### src/rtl/note_pkg.sv
// Shared types and helpers for the note duration tracker.
package note_pkg;

  localparam int NUM_VOICES = 5;
  localparam int CLK_HZ     = 100_000_000;

  // Downstream positioning stage reads pitch class first, octave second.
  typedef struct packed {
    logic [3:0] pc;
    logic [3:0] oct;
  } note_t;

  // Pitch class 15 marks an empty slot for the positioning stage.
  localparam note_t NOTE_NULL = 8'hFF;

  typedef enum logic {
    SLOT_FREE = 1'b0,
    SLOT_HELD = 1'b1
  } slot_state_e;

  // MIDI key -> {key mod 12, key / 12}; both results fit in 4 bits for keys 0-127.
  function automatic note_t key_to_note(input logic [6:0] key);
    note_t n;
    n.pc  = 4'(key % 7'd12);
    n.oct = 4'(key / 7'd12);
    return n;
  endfunction

  // One-hot of the lowest set bit (all zeros when none set).
  function automatic logic [NUM_VOICES-1:0] lowest_set(input logic [NUM_VOICES-1:0] v);
    logic [NUM_VOICES-1:0] r;
    r = {NUM_VOICES{1'b0}};
    for (int i = NUM_VOICES - 1; i >= 0; i--) begin
      if (v[i]) begin
        r    = {NUM_VOICES{1'b0}};
        r[i] = 1'b1;
      end
    end
    return r;
  endfunction

endpackage

### src/rtl/note_voice_slot.sv
// One voice slot: tracks a single held key, times it, and publishes it on release.
module note_voice_slot
  import note_pkg::*;
#(
  parameter int unsigned DUR_W      = 32,
  parameter logic [31:0] MIN_CYCLES = 32'd500_000
) (
  input  logic             clk_i,
  input  logic             rst_i,
  input  logic             on_i,
  input  logic             off_i,
  input  logic             alloc_i,
  input  logic [6:0]       key_i,
  input  note_t            note_i,
  output logic             held_o,
  output logic             match_o,
  output logic             rel_o,
  output note_t            note_o,
  output logic [DUR_W-1:0] dur_o
);

  localparam logic [DUR_W-1:0] CNT_MAX = {DUR_W{1'b1}};

  slot_state_e      state_q, state_d;
  logic [6:0]       key_q, key_d;
  logic [DUR_W-1:0] cnt_q, cnt_d;
  note_t            note_q, note_d;
  logic [DUR_W-1:0] dur_q, dur_d;
  logic             rel_q, rel_d;
  logic [DUR_W-1:0] cnt_inc_s;
  logic             match_s;
  logic             long_enough_s;

  // The saturating increment doubles as the release duration (counter + 1).
  assign cnt_inc_s     = (cnt_q == CNT_MAX) ? CNT_MAX : cnt_q + DUR_W'(1);
  assign match_s       = (state_q == SLOT_HELD) && (key_q == key_i);
  assign long_enough_s = 64'(cnt_inc_s) >= 64'(MIN_CYCLES);

  // Next-state: allocate, count, retrigger, or release with glitch filtering.
  always_comb begin
    state_d = state_q;
    key_d   = key_q;
    cnt_d   = cnt_q;
    note_d  = note_q;
    dur_d   = dur_q;
    rel_d   = 1'b0;
    case (state_q)
      SLOT_FREE: begin
        if (alloc_i) begin
          state_d = SLOT_HELD;
          key_d   = key_i;
          cnt_d   = {DUR_W{1'b0}};
        end else begin
          state_d = SLOT_FREE;
        end
      end
      SLOT_HELD: begin
        if (on_i && match_s) begin
          cnt_d = {DUR_W{1'b0}};
        end else if (off_i && match_s) begin
          state_d = SLOT_FREE;
          if (long_enough_s) begin
            note_d = note_i;
            dur_d  = cnt_inc_s;
            rel_d  = 1'b1;
          end else begin
            rel_d = 1'b0;
          end
        end else begin
          cnt_d = cnt_inc_s;
        end
      end
      default: begin
        state_d = SLOT_FREE;
      end
    endcase
  end

  // Slot state and published outputs, cleared by synchronous reset.
  always_ff @(posedge clk_i) begin
    if (rst_i) begin
      state_q <= SLOT_FREE;
      key_q   <= 7'd0;
      cnt_q   <= {DUR_W{1'b0}};
      note_q  <= NOTE_NULL;
      dur_q   <= {DUR_W{1'b0}};
      rel_q   <= 1'b0;
    end else begin
      state_q <= state_d;
      key_q   <= key_d;
      cnt_q   <= cnt_d;
      note_q  <= note_d;
      dur_q   <= dur_d;
      rel_q   <= rel_d;
    end
  end

  assign held_o  = (state_q == SLOT_HELD);
  assign match_o = match_s;
  assign rel_o   = rel_q;
  assign note_o  = note_q;
  assign dur_o   = dur_q;

endmodule

### src/rtl/note_duration_tracker.sv
// Allocates MIDI keys to voice slots and publishes released notes with hold times.
module note_duration_tracker
  import note_pkg::*;
#(
  parameter int unsigned DUR_W      = 32,
  parameter logic [31:0] MIN_CYCLES = 32'd500_000
) (
  input  logic                             clk_in,
  input  logic                             rst_in,
  input  logic                             midi_valid_in,
  input  logic                             midi_on_in,
  input  logic [6:0]                       midi_key_in,
  input  logic [6:0]                       midi_vel_in,
  output logic [NUM_VOICES-1:0][7:0]       notes_out,
  output logic [NUM_VOICES-1:0][DUR_W-1:0] durations_out,
  output logic [NUM_VOICES-1:0]            release_valid_out,
  output logic [NUM_VOICES-1:0]            active_mask_out,
  output logic                             overflow_out
);

  logic                  note_on_s;
  logic                  note_off_s;
  note_t                 note_s;
  logic [NUM_VOICES-1:0] held_s;
  logic [NUM_VOICES-1:0] match_s;
  logic [NUM_VOICES-1:0] alloc_s;
  logic                  any_match_s;
  logic                  ovf_d, ovf_q;

  // A note-on with zero velocity is the running-status form of note-off.
  assign note_on_s   = midi_valid_in & midi_on_in & (midi_vel_in != 7'd0);
  assign note_off_s  = midi_valid_in & (~midi_on_in | (midi_vel_in == 7'd0));
  assign note_s      = key_to_note(midi_key_in);
  assign any_match_s = |match_s;

  // New keys take the lowest free slot; a held key retriggers in place instead.
  always_comb begin
    alloc_s = {NUM_VOICES{1'b0}};
    ovf_d   = 1'b0;
    if (note_on_s && !any_match_s) begin
      alloc_s = lowest_set(~held_s);
      ovf_d   = (held_s == {NUM_VOICES{1'b1}});
    end else begin
      alloc_s = {NUM_VOICES{1'b0}};
      ovf_d   = 1'b0;
    end
  end

  // Overflow pulse follows the dropped note-on by one cycle.
  always_ff @(posedge clk_in) begin
    if (rst_in) begin
      ovf_q <= 1'b0;
    end else begin
      ovf_q <= ovf_d;
    end
  end

  for (genvar g = 0; g < NUM_VOICES; g++) begin : g_slot
    note_voice_slot #(
      .DUR_W      (DUR_W),
      .MIN_CYCLES (MIN_CYCLES)
    ) u_slot (
      .clk_i   (clk_in),
      .rst_i   (rst_in),
      .on_i    (note_on_s),
      .off_i   (note_off_s),
      .alloc_i (alloc_s[g]),
      .key_i   (midi_key_in),
      .note_i  (note_s),
      .held_o  (held_s[g]),
      .match_o (match_s[g]),
      .rel_o   (release_valid_out[g]),
      .note_o  (notes_out[g]),
      .dur_o   (durations_out[g])
    );
  end

  assign active_mask_out = held_s;
  assign overflow_out    = ovf_q;

endmodule

### config.mk
export PLATFORM = sky130hd
export DESIGN_NAME = note_duration_tracker
export DESIGN_NICKNAME = d
export VERILOG_FILES = /design/src/rtl/note_pkg.sv /design/src/rtl/note_voice_slot.sv /design/src/rtl/note_duration_tracker.sv
export SDC_FILE = /design/constraint.sdc
export NUM_CORES = 1
export LEC_CHECK = 0
export BUFFER_PORTS_ARGS = -buffer_cell sky130_fd_sc_hd__clkbuf_2
export CORE_UTILIZATION = 45
export DETAILED_ROUTE_END_ITERATION = 8
export GPL_ROUTABILITY_DRIVEN = 0
export GPL_TIMING_DRIVEN = 1
export PLACE_DENSITY = 0.73
export SYNTH_ARGS = -nofsm -noshare
export SYNTH_HDL_FRONTEND = slang
export SYNTH_SLANG_ARGS = --single-unit
### constraint.sdc
create_clock -name clk_in -period 5.25 [get_ports clk_in]
set_clock_uncertainty 0.05 [all_clocks]
set_input_delay 0.2625 -clock clk_in [delete_from_list [all_inputs] [get_ports clk_in]]
set_output_delay 0.2625 -clock clk_in [all_outputs]
set_load 0.02 [all_outputs]
Word level (Yosys, flattened, before mapping)
Cells that the tools add are included.
{ "op_classes": {"div_mod_pow": 2, "n_mux": 56, "bitwise": 22, "n_eq_ne": 21, "n_reduce_logical": 41, "order_cmp": 5, "n_addsub": 5} }
{ "ops": {"columns": ["cell", "count"], "rows": [
  ["32-bit 2-to-1 mux", 20],
  ["32-bit one-hot mux with 2 select lines", 5],
  ["32-bit by 1-bit adder with 32-bit output, second input constant", 5],
  ["32-bit equality test, second input constant", 5],
  ["32-bit by 19-bit greater-or-equal comparator with 1-bit output, second input constant", 5],
  ["7-bit equality test", 5],
  ["5-bit 2-to-1 mux", 6],
  ["1-bit 2-to-1 mux", 20],
  ["2-bit AND reduction", 10],
  ["4-bit AND reduction", 5],
  ["4-bit OR reduction", 5],
  ["1-bit NOT", 17],
  ["1-bit logical AND", 16],
  ["3-bit inequality test, second input constant", 5],
  ["2-bit inequality test, second input constant", 5],
  ["1-bit one-hot mux with 2 select lines", 5],
  ["7-bit by 4-bit divider with 7-bit output, second input constant", 1],
  ["7-bit logical NOT", 1],
  ["7-bit by 4-bit modulo with 7-bit output, second input constant", 1],
  ["7-bit nonzero test", 1],
  ["5-bit equality test, second input constant", 1],
  ["5-bit NOT", 1],
  ["5-bit OR reduction", 1],
  ["1-bit bitwise AND", 3],
  ["3 further kinds", 3]
]} }
{ "word_totals": {"ff_bits": 406, "wordCells": 188, "in_bits": 18, "output_inout_bits": 211} }

Depth between registers and ports, before layout
Gate-level depths: netlist (run 1).
{ "depth": {"word_depth": 9, "depth_mapped": 14, "ltp_nobuf": 10} }

Cells and area by module
Synthesis (run 1) repeated with hierarchy kept, for this count alone.
{ "hier_totals": {"hier_cells": 2767, "area_unflattened_um2": 22681.8} }
{ "modules_own_cells": {"columns": ["module", "area_per_inst_um2", "seq_area_each_um2", "cells_per_inst", "instances"], "rows": [
  ["note_voice_slot at g_slot[0].u_slot ...", 4445.5, 1621.6, 540, 4],
  ["note_voice_slot at g_slot[4].u_slot", 4498.1, 1621.6, 542, 1],
  ["note_duration_tracker", 401.6, 20.0, 65, 1]
]} }

Least setup slack after synthesis (run 1)
Ideal clock, no wire load.
{ "synth_path": {"path_kind": "reg2reg", "from": "register g_slot[0].u_slot.cnt_q[3]", "to": "register g_slot[0].u_slot.note_q (netlist bit g_slot[0].u_slot.note_o[0])", "setup_slack_ps": 1918, "arrival_time_ps": 3153, "path_stages_with_launch": 13, "setup_ps": 129, "period_less_slack_ps": 3332, "t_required_ps": 5071, "path_buffers": 3, "path_cell_list": "dfxtp_1 -> buf_2 -> nand4_2 -> or4_4 -> buf_6 -> nor3_1 -> xnor2_1 -> nand2_1 -> or4b_1 -> o31ai_4 -> buf_4 -> mux2i_1 -> nand2_1"} }
{ "synth_between": {"elab_chain_cells": 4, "elab_cells_between_ends": 5} }
{ "synth_rtl": {"columns": ["element", "line", "source"], "rows": [
  ["start, declared", "note_voice_slot.sv:26", "logic [DUR_W-1:0] cnt_q, cnt_d;"],
  ["start signal, assigned", "note_voice_slot.sv:84", "cnt_q <= {DUR_W{1'b0}};"],
  ["start signal, assigned", "note_voice_slot.sv:91", "cnt_q <= cnt_d;"],
  ["32-bit by 1-bit adder with 32-bit output / 32-bit equality test (equally long branches)", "note_voice_slot.sv:35", "assign cnt_inc_s = (cnt_q == CNT_MAX) ? CNT_MAX : cnt_q + DUR_W'(1);"],
  ["32-bit 2-to-1 mux *", "note_voice_slot.sv:35", null],
  ["32-bit by 19-bit greater-or-equal comparator with 1-bit output *", "note_voice_slot.sv:37", "assign long_enough_s = 64'(cnt_inc_s) >= 64'(MIN_CYCLES);"],
  ["4-bit AND reduction (no line) *", null, null],
  ["end signal, assigned", "note_voice_slot.sv:92", "note_q <= note_d;"],
  ["end, declared", "note_voice_slot.sv:27", "note_t note_q, note_d;"]
]} }
Every way passes the cells marked *; elsewhere a longest branch is shown, timed or not.
A chain may end at the register's enable or synchronous reset.

Worst setup path in the final report (run 1)
{ "layout_path": {"from": "register g_slot[3].u_slot.cnt_q[0]", "to": "register g_slot[3].u_slot.note_q (netlist bit g_slot[3].u_slot.note_o[7])"} }
{ "layout_between": {"elab_chain_cells": 4, "elab_cells_between_ends": 5} }
{ "layout_rtl": {"columns": ["element", "line"], "rows": [
  ["start, declared", "note_voice_slot.sv:26"],
  ["start signal, assigned", "note_voice_slot.sv:84"],
  ["start signal, assigned", "note_voice_slot.sv:91"],
  ["32-bit by 1-bit adder with 32-bit output / 32-bit equality test (equally long branches)", "note_voice_slot.sv:35"],
  ["32-bit 2-to-1 mux *", "note_voice_slot.sv:35"],
  ["32-bit by 19-bit greater-or-equal comparator with 1-bit output *", "note_voice_slot.sv:37"],
  ["4-bit AND reduction (no line) *", null],
  ["end signal, assigned", "note_voice_slot.sv:92"],
  ["end, declared", "note_voice_slot.sv:27"]
]} }
Marked as above.

==> flow_summary.toml, run 1 <==
[synthesis]
ys_types = 83
yosys.area.top_type_share = 0.393
seq_area_frac_synth = 0.393
syn_inst = 2553
syn_nets = 2576
synth_top_area_cell = "dfxtp_1"
async_reset_ff_frac = 0
avgSynthCellArea_um2 = 8.10
synth_area_leaders = "dfxtp_1, nor2_1, mux2i_1"
synth_warnings = 0
synth_edf_count = 0
yosys_register_bits = 406
ys.flop_type = "dfxtp_1"
netlist_area_um2 = 20700

[clock_tree]
clk_pin_slew_ns = 0.06
numCtsBuffers = 45
post_cts_buffers = 0
clock_latency_ns = 0.57
holdBufCountCts = 0
root_buffer = "clkbuf_16"
clock_path_buffers = 3
clock_sinks = 406
htreeDepth = 2
cts-resized-gates = 0
cts_tree = "built"

[pwr]
powerDensity_nw_per_um2 = 276
peakVddDrop_mv = 0.217
power_mw = 6.46
leakage_nw = 8.89

[drt]
wirelength_um = 58800
firstDrtPassIters = 6
drt-initial-drc-count = 1689
num_vias = 19368
via_per_inst = 5.91
post-route-drc-count = 0
ant_nets = 0
wl_per_cell_um = 17.9

[floorplanning]
num_rows = 78
core_area_um2 = 45400
dieHeight_um = 216
die_w_um = 216
io_pins = 229
initial_core_util = 0.456
die_area_um2 = 46800

[layout]
area_growth_pct = 13.3
n_fill_cell = 4234
nNetsFinal = 2663
fin_cells = 3278
final_layout_size_suffix_gt1_frac = 0.143

[sta]
relSlewSlack = 0.160
final.min_clock_period_ns = 4.25
hold-worst-slack_ns = 0.168
period_share = 0.809
fin_setup_tns_ns = 0
hold_viol = 0
final-max-slew-violation-count = 0
worstMarginPinSlew_ns = 1.26
setup_viol = 0
rsz0062_at_grt = "false"
clock.fmax_ghz = 0.235

[global_routing]
grt_first_pass_wirelength_um = 94500
overflow = 0
grt_max_degree = 100
grt_antenna_before_repair = 5
grt_usage = 0.244
grt_pass1_vias = 17901

[critical_path]
critPathArrivalTime_ns = 4.68
critPathMaxFanout = 28
endpoint_kind = "flop"
worstSetupStartpointType = "flop"
cp.required_ns = 5.69
path_class = "reg -> reg"

[placed_design]
port_buffers = 228
dp_cells = 3193
dp_hpwl_um = 40800

[run_status]
status = "completed"

[hold_path]
min_path_type = "in -> reg"

[flow_run]
drv_cap = 0
[metal layers]
| metal | wire length, µm | GRT usage |
|---|---|---|
| met1 | 25400 | 0.320 |
| met2 | 26900 | 0.389 |
| met3 | 4130 | 0.0445 |
| met4 | 2340 | 0.112 |
| met5 | 39 | 0 |
[stage by stage]
step	util	setup slack [ns]	area [µm²]
floorplan	-	1.92	20700
global placement	0.483	1.20	21900
detailed placement	0.483	1.05	21900
CTS	0.516	1.09	23400
global route	0.516	0.711	23400
finish	0.516	1.00	23400
[state kept, by name, indices dropped and copies added (netlist names)]
signal	cells
g_slot.u_slot.rel_o	5
g_slot.u_slot.dur_o	160
overflow_out	1
g_slot.u_slot.key_q	35
g_slot.u_slot.cnt_q	160
g_slot.u_slot.held_o	5
g_slot.u_slot.note_o	40
[synth_stat cells (19+ instances only)]
master    instances
dfxtp_1         406
a311oi_1         43
nand2_1         225
nand4_1          60
xnor2_1          92
a211oi_1         43
nor3_1           85
nand3_1          91
o21ai_0         182
nor4_1           36
mux2i_1          92
nor2_1          326
and4_1           27
xor2_1           43
a22o_1           49
clkbuf_1        131
buf_2            67
inv_1            40
a21o_1           35
a21oi_1         152
nand2b_1         20
and3_1           52
and2_1           24
a31oi_1          19
[layout make-up]
type | count | area [µm²] | share of cell area
repair buffers | 258 | 1390 | 0.0592
diodes | 2 | 5.00 | 0.000214
well taps | 600 | 751 | 0.0321
inverters | 40 | 150 | 0.00641
flip-flops and latches | 406 | 8130 | 0.347
clock inverters | 16 | 143 | 0.00609
multi-input cells | 1889 | 11500 | 0.491
clock buffers | 67 | 1350 | 0.0577
[where the power goes]
group	internal, mW	leakage (nW)	switching, mW
sequential	3.09	3.27	0.00800
combinational	0.0501	4.88	0.133
clock	1.88	0.739	1.30
total	5.02	8.89	1.44
[kinds of logic (layout without fill, tap and decap cells)]
family	count (synthesis)	in the layout	share of synthesized area
flops	406	406	0.393
simple gates	1030	1030	0.248
fa+ha+maj	5	5	0.00303
xor+xnor	135	135	0.0572
mux	96	96	0.0467
other cells	0	2	0
buf+inv	258	381	0.0552
compound gates	623	623	0.197
[worst max-delay path: stages, from the launching register on]
cell	delay (ns)
dfxtp_1	0.45
ha_1	0.29
nand3_1	0.27
nor4_4	0.47
nand3_1	0.18
buf_4	0.26
nand3_1	0.21
o221a_2	0.26
a2111o_1	0.36
nor2b_4	0.79
buf_4	0.30
nor3_1	0.06
a21oi_1	0.18
[path summary, 6_finish.rpt]
kind                                                from                                      end  slack, ns  cells after the start
setup / recovery  g_slot[3].u_slot.cnt_q[0]$_SDFFE_PP0P_  g_slot[3].u_slot.note_o[7]$_SDFFE_PP1P_       1.00                     12
hold / removal                                    rst_in   g_slot[0].u_slot.dur_o[4]$_SDFFE_PP0P_       0.17                      2
setup reg to reg  g_slot[3].u_slot.cnt_q[0]$_SDFFE_PP0P_  g_slot[3].u_slot.note_o[7]$_SDFFE_PP1P_       1.00                     12
hold reg to reg   g_slot[0].u_slot.dur_o[1]$_SDFFE_PP0P_   g_slot[0].u_slot.dur_o[1]$_SDFFE_PP0P_       0.41                      2
[placed cells by master, fill, tap and decap left out, types with 10 or more instances in the layout]
| cell type | netlist | routed |
|---|---|---|
| a311oi_1 | 43 | 43 |
| and3_1 | 52 | 52 |
| xnor2_1 | 92 | 92 |
| a211oi_1 | 43 | 40 |
| inv_1 | 40 | 40 |
| nand3_1 | 91 | 91 |
| clkbuf_16 | 0 | 47 |
| o21ai_0 | 182 | 182 |
| nand2b_1 | 20 | 20 |
| and4_1 | 27 | 27 |
| clkbuf_8 | 0 | 11 |
| xor2_1 | 43 | 43 |
| a31oi_1 | 19 | 18 |
| mux2i_1 | 92 | 92 |
| a21oi_1 | 152 | 151 |
| buf_4 | 13 | 29 |
| nor4_1 | 36 | 35 |
| a22o_1 | 49 | 49 |
| clkinv_2 | 0 | 10 |
| a21o_1 | 35 | 35 |
| clkbuf_2 | 2 | 227 |
| nor2_1 | 326 | 326 |
| dfxtp_1 | 406 | 406 |
| nand4_1 | 60 | 60 |
| and2_1 | 24 | 24 |
| or3_1 | 14 | 14 |
| nand2_1 | 225 | 225 |
| nor3_1 | 85 | 85 |
| clkbuf_1 | 131 | 10 |
No activity file was read; power rests on OpenSTA's default activity.
==> run 2, diff against run 1 <==
Clock period 5.25 ns to 4.04 ns, I/O delays scaled along.
==> run 2 against run 1 <==
Maximum frequency rose by 11%. Power rose by 28%. Critical endpoint is now g_slot[3].u_slot.note_o[1]$_SDFFE_PP1P_. Die area did not move. Wire length rose by 1.3%. Global-route usage rose by 0.38 points. Combinational power rose by 33%. Setup slack got worse by 0.80 ns. First-iteration DRC count rose by 0.77%.
==> flow_summary.toml, run 2 (synthesis gave the netlist of run 1 again) <==
[run_status]
status = "completed"

[drt]
wirelength_um = 59600
via_per_inst = 5.96
drt-initial-drc-count = 1702
ant_nets = 0
wl_per_cell_um = 18.1
post-route-drc-count = 0
num_vias = 19641
firstDrtPassIters = 6

[placed_design]
port_buffers = 228
dp_hpwl_um = 41600
place_ws_ns = 0.211

[clock_tree]
numCtsBuffers = 45
clk_pin_slew_ns = 0.06
clock_latency_ns = 0.57
cts_tree = "built"
htreeDepth = 2
clock_sinks = 406
post_cts_buffers = 0
clock_path_buffers = 3
root_buffer = "clkbuf_16"

[global_routing]
grt-busiest-layer = "met2"
use_met2 = 0.404
grt_use_met1 = 0.323
grt_pass1_vias = 18174
grt_antenna_before_repair = 6
overflow = 0
grt_first_pass_wirelength_um = 95900
met3_usage = 0.0451
grt_max_degree = 96
grt_usage = 0.248

[floorplanning]
dieHeight_um = 216
initial_core_util = 0.456
io_pins = 229
die_w_um = 216
num_rows = 78
core_area_um2 = 45400
die_area_um2 = 46800

[critical_path]
critPathArrivalTime_ns = 4.19
endpoint_kind = "flop"
cp_cell_sequence = "ha_1 -> nand3_1 -> nor4_2 -> nand4_1 -> mux2_2 -> nand4b_1 -> a2111o_1 -> nor2b_4 -> buf_4 -> nor3_1 -> a21oi_1"
rrSetupSlack_ns = 0.20
r2r_start = "g_slot[3].u_slot.cnt_q[0]$_SDFFE_PP0P_"
path_delay_family = "simple AND/OR/NAND/NOR gates"
worstSetupStartpoint = "g_slot[3].u_slot.cnt_q[0]$_SDFFE_PP0P_"
worstSetupStartpointType = "flop"
timing.rr.end = "g_slot[3].u_slot.note_o[1]$_SDFFE_PP1P_"
critical_path.slowest_cell = "a2111o_1"
cp.required_ns = 4.39
path_buf_inv = 1
cpPeakStageDelay_ns = 0.63
cp.depth = 11
critPathMaxFanout = 21
rr_worst_depth = 11
path_class = "reg -> reg"

[layout]
area_growth_pct = 13.9
final_common_cell = "dfxtp_1"
final_layout_size_suffix_gt1_frac = 0.150
final_util = 0.519
nNetsFinal = 2687
mostFrequentLayoutCells = "dfxtp_1, nor2_1, clkbuf_2, nand2_1, o21ai_0"

[sta]
period_share = 0.951
setup_ws_ns = 0.198
rsz0062_at_grt = "false"
worstMarginPinSlew_ns = 1.09
setup_viol = 0
final.min_clock_period_ns = 3.84
hold_viol = 0
clock.fmax_ghz = 0.260
hold-worst-slack_ns = 0.123
relSlewSlack = 0.270
fin_setup_tns_ns = 0
final-max-slew-violation-count = 0

[hold_path]
min_path_type = "in -> reg"
worstHoldStart = "midi_key_in[2]"
worst_hold_path.num_cells = 3
whs_endpoint = "g_slot[3].u_slot.key_q[2]$_SDFFE_PP0P_"

[flow_run]
drv_cap = 0

[pwr]
leakage_nw = 8.98
peakVddDrop_mv = 0.409
powerDensity_nw_per_um2 = 350
[run 2: how the worst max path moves through the flow]
| stage | endpoint | slack, ns |
|---|---|---|
| finish | g_slot[3].u_slot.note_o[1]$_SDFFE_PP1P_ | 0.20 |
| floorplan | g_slot[0].u_slot.note_o[0]$_SDFFE_PP1P_ | 0.71 |
| global route | g_slot[3].u_slot.note_o[1]$_SDFFE_PP1P_ | 0.01 |
| detailed placement | g_slot[3].u_slot.note_o[1]$_SDFFE_PP1P_ | 0.21 |
| CTS | g_slot[3].u_slot.note_o[1]$_SDFFE_PP1P_ | 0.19 |
| global placement | g_slot[3].u_slot.note_o[2]$_SDFFE_PP1P_ | 0.41 |
[run 2: cell type report]
type,count,area [µm²]
antenna,4,10.0
clock buffer,61,1280
clock inverter,16,141
fill,4200,21800
inverter,40,150
multi-input combinational,1889,11500
sequential,406,8130
tap,600,751
timing repair buffer,282,1580
[run 2: routing by layer]
| metal | wire [µm] | vias to the layer above | share of wire |
|---|---|---|---|
| met4 | 1900 | 4 | 0.032 |
| met1 | 25400 | 9307 | 0.43 |
| met2 | 27600 | 788 | 0.46 |
| met3 | 4700 | 138 | 0.079 |
| li1 | - | 9404 | - |
| met5 | 28 | - | 0.00047 |
[run 2: tightest hold or removal path, stage by stage]
cell and delay (ns):
clkbuf_2 0.29, mux2i_1 0.12, nor2_1 0.07
[run 2: power by group]
part | internal, mW | switching, mW
Combinational | 0.0681 | 0.176
Sequential | 4.01 | 0.0111
Clock | 2.33 | 1.66
Total | 6.41 | 1.84
[run 2: metrics by stage]
| stage | cell area, µm² | instances | total power [mW] |
|---|---|---|---|
| after detailed placement | 22100 | 3217 | 4.36 |
| after global placement | 22100 | 3217 | 4.35 |
| after global routing | 23600 | 3298 | 8.53 |
| final | 23600 | 3298 | 8.26 |
| after CTS | 23500 | 3294 | 8.34 |
| after floorplan | 20700 | 2553 | 4.28 |
[run 2: timing repair]
| action | 4_1_cts | 5_1_grt |
|---|---|---|
| endpoints found under the hold margin | 0 | 0 |
| gates resized for setup | 0 | 2 |
| hold buffers | 0 | 0 |
| endpoints found under the setup margin | 0 | 29 |
==> run 3, diff against run 2 <==
Settings changed: CORE_MARGIN from default to 2.
==> run 3 against run 2 <==
Register-to-register slack improved by 0.08 ns. Clock-buffer cell count fell by 4. Combinational power barely moved. Non-clock buffer count rose by 13. Wire length rose by 0.61%. Design area rose by 1.3%. First-iteration DRC count rose by 6.6%. Utilization rose by 0.69 points. Global-route usage fell by 0.45 points. Power rose by 5.2%. Via count rose by 0.37%. Setup slack improved by 0.076 ns. Largest cell class unchanged. Largest power group is now the clock network.
==> flow_summary.toml, run 3 (synthesis gave the netlist of run 1 again) <==
[pwr]
power_mw = 8.69
powerDensity_nw_per_um2 = 364
peakVddDrop_mv = 0.265
leakage_nw = 9.13

[floorplanning]
die_area_um2 = 47700
core_area_um2 = 45400
die_w_um = 218
num_rows = 78
io_pins = 229
dieHeight_um = 218
initial_core_util = 0.456

[clock_tree]
numCtsBuffers = 44
clock_sinks = 406
clock_path_buffers = 3
htreeDepth = 2
clock_latency_ns = 0.58
root_buffer = "clkbuf_16"
cts_tree = "built"
holdBufCountCts = 0
clk_pin_slew_ns = 0.06

[sta]
final-max-slew-violation-count = 0
relSlewSlack = 0.219
clock.fmax_ghz = 0.266
worstMarginPinSlew_ns = 1.16
rsz0062_at_grt = "false"
period_share = 0.932
setup_viol = 0
final.min_clock_period_ns = 3.77
hold_viol = 0

[global_routing]
grt_antenna_before_repair = 8
grt_pass1_vias = 18130
met3_usage = 0.0472
grt_usage = 0.243
grt_max_degree = 91
grt_use_met1 = 0.320
grt-busiest-layer = "met2"
grt_first_pass_wirelength_um = 95300
overflow = 0
use_met2 = 0.379

[critical_path]
path_class = "reg -> reg"
endpoint_kind = "flop"
rr_worst_depth = 10
worstSetupStartpointType = "flop"
critPathMaxFanout = 40
critPathArrivalTime_ns = 4.19
cp.required_ns = 4.46
rrSetupSlack_ns = 0.27

[placed_design]
dp_hpwl_um = 41800
dp_cells = 3222
port_buffers = 228
place_area_um2 = 22200

[drt]
num_vias = 19713
post-route-drc-count = 0
ant_nets = 0
drt-initial-drc-count = 1814
via_per_inst = 5.94
wirelength_um = 59900
firstDrtPassIters = 8
wl_per_cell_um = 18.1

[flow_run]
drv_cap = 0

[layout]
area_growth_pct = 15.4
final_area_um2 = 23900
nNetsFinal = 2700
fin_cells = 3319
final_common_cell = "dfxtp_1"
final_layout_size_suffix_gt1_frac = 0.158
mostFrequentLayoutCells = "dfxtp_1, nor2_1, clkbuf_2, nand2_1, o21ai_0"

[hold_path]
worst_hold_path.num_cells = 3
min_path_type = "in -> reg"

[run_status]
status = "completed"
-- run 3: layout make-up --
class / instances / area, µm²
repair buffers: 295 / 1680
clock buffers: 57 / 1270
well taps: 600 / 751
inverters: 40 / 150
fillers: 4148 / 21500
diodes: 6 / 15.0
flip-flops and latches: 406 / 8130
multi-input cells: 1890 / 11500
clock inverters: 25 / 337
-- run 3: through the flow --
stage / hold WS, ns / setup TNS, ns / setup slack [ns] / util
2_1_floorplan: 0.409 / 0 / 0.708 / -
3_3_place_gp: 0.395 / 0 / 0.225 / 0.488
3_5_place_dp: 0.399 / -0.0582 / -0.0336 / 0.488
4_1_cts: 0.0933 / 0 / 0.0220 / 0.524
5_1_grt: 0.125 / 0 / 0.0588 / 0.526
6_report: 0.121 / 0 / 0.274 / 0.526
-- run 3: power by group --
| group | leakage [nW] | internal (mW) | switching [mW] |
|---|---|---|---|
| Clock | 0.786 | 2.68 | 1.74 |
| Combinational | 5.07 | 0.0683 | 0.175 |
| Sequential | 3.27 | 4.01 | 0.0107 |
| Total | 9.13 | 6.77 | 1.92 |
-- run 3: critical path, stage by stage, from the launching register on --
cell and delay (ns):
dfxtp_1 0.44, ha_1 0.33, and3_1 0.33, nand4_1 0.27, nor3_1 0.28, mux2i_1 0.47, nand2b_1 0.18, o41ai_4 0.49
o41ai_4 0.28, buf_12 0.24, a311oi_1 0.29
-- run 3: timing repair --
item	in CTS	in global routing
resized for setup	0	3
setup buffers	0	8
pin swaps	1	3
setup endpoints to repair	6	41
cloned	0	1
-- run 3: final timing paths --
path	start	to
max	g_slot[1].u_slot.cnt_q[0]$_SDFFE_PP0P_	g_slot[1].u_slot.dur_o[5]$_SDFFE_PP0P_
min	midi_key_in[0]	g_slot[4].u_slot.note_o[4]$_SDFFE_PP1P_
max reg2reg	g_slot[1].u_slot.cnt_q[0]$_SDFFE_PP0P_	g_slot[1].u_slot.dur_o[5]$_SDFFE_PP0P_
min reg2reg	g_slot[0].u_slot.dur_o[10]$_SDFFE_PP0P_	g_slot[0].u_slot.dur_o[10]$_SDFFE_PP0P_
-- run 3: layer usage --
layer | routed length (µm) | vias to the layer above
li1 | - | 9461
met5 | 23 | -
met3 | 4780 | 169
met4 | 2710 | 4
met1 | 25700 | 9251
met2 | 26700 | 828
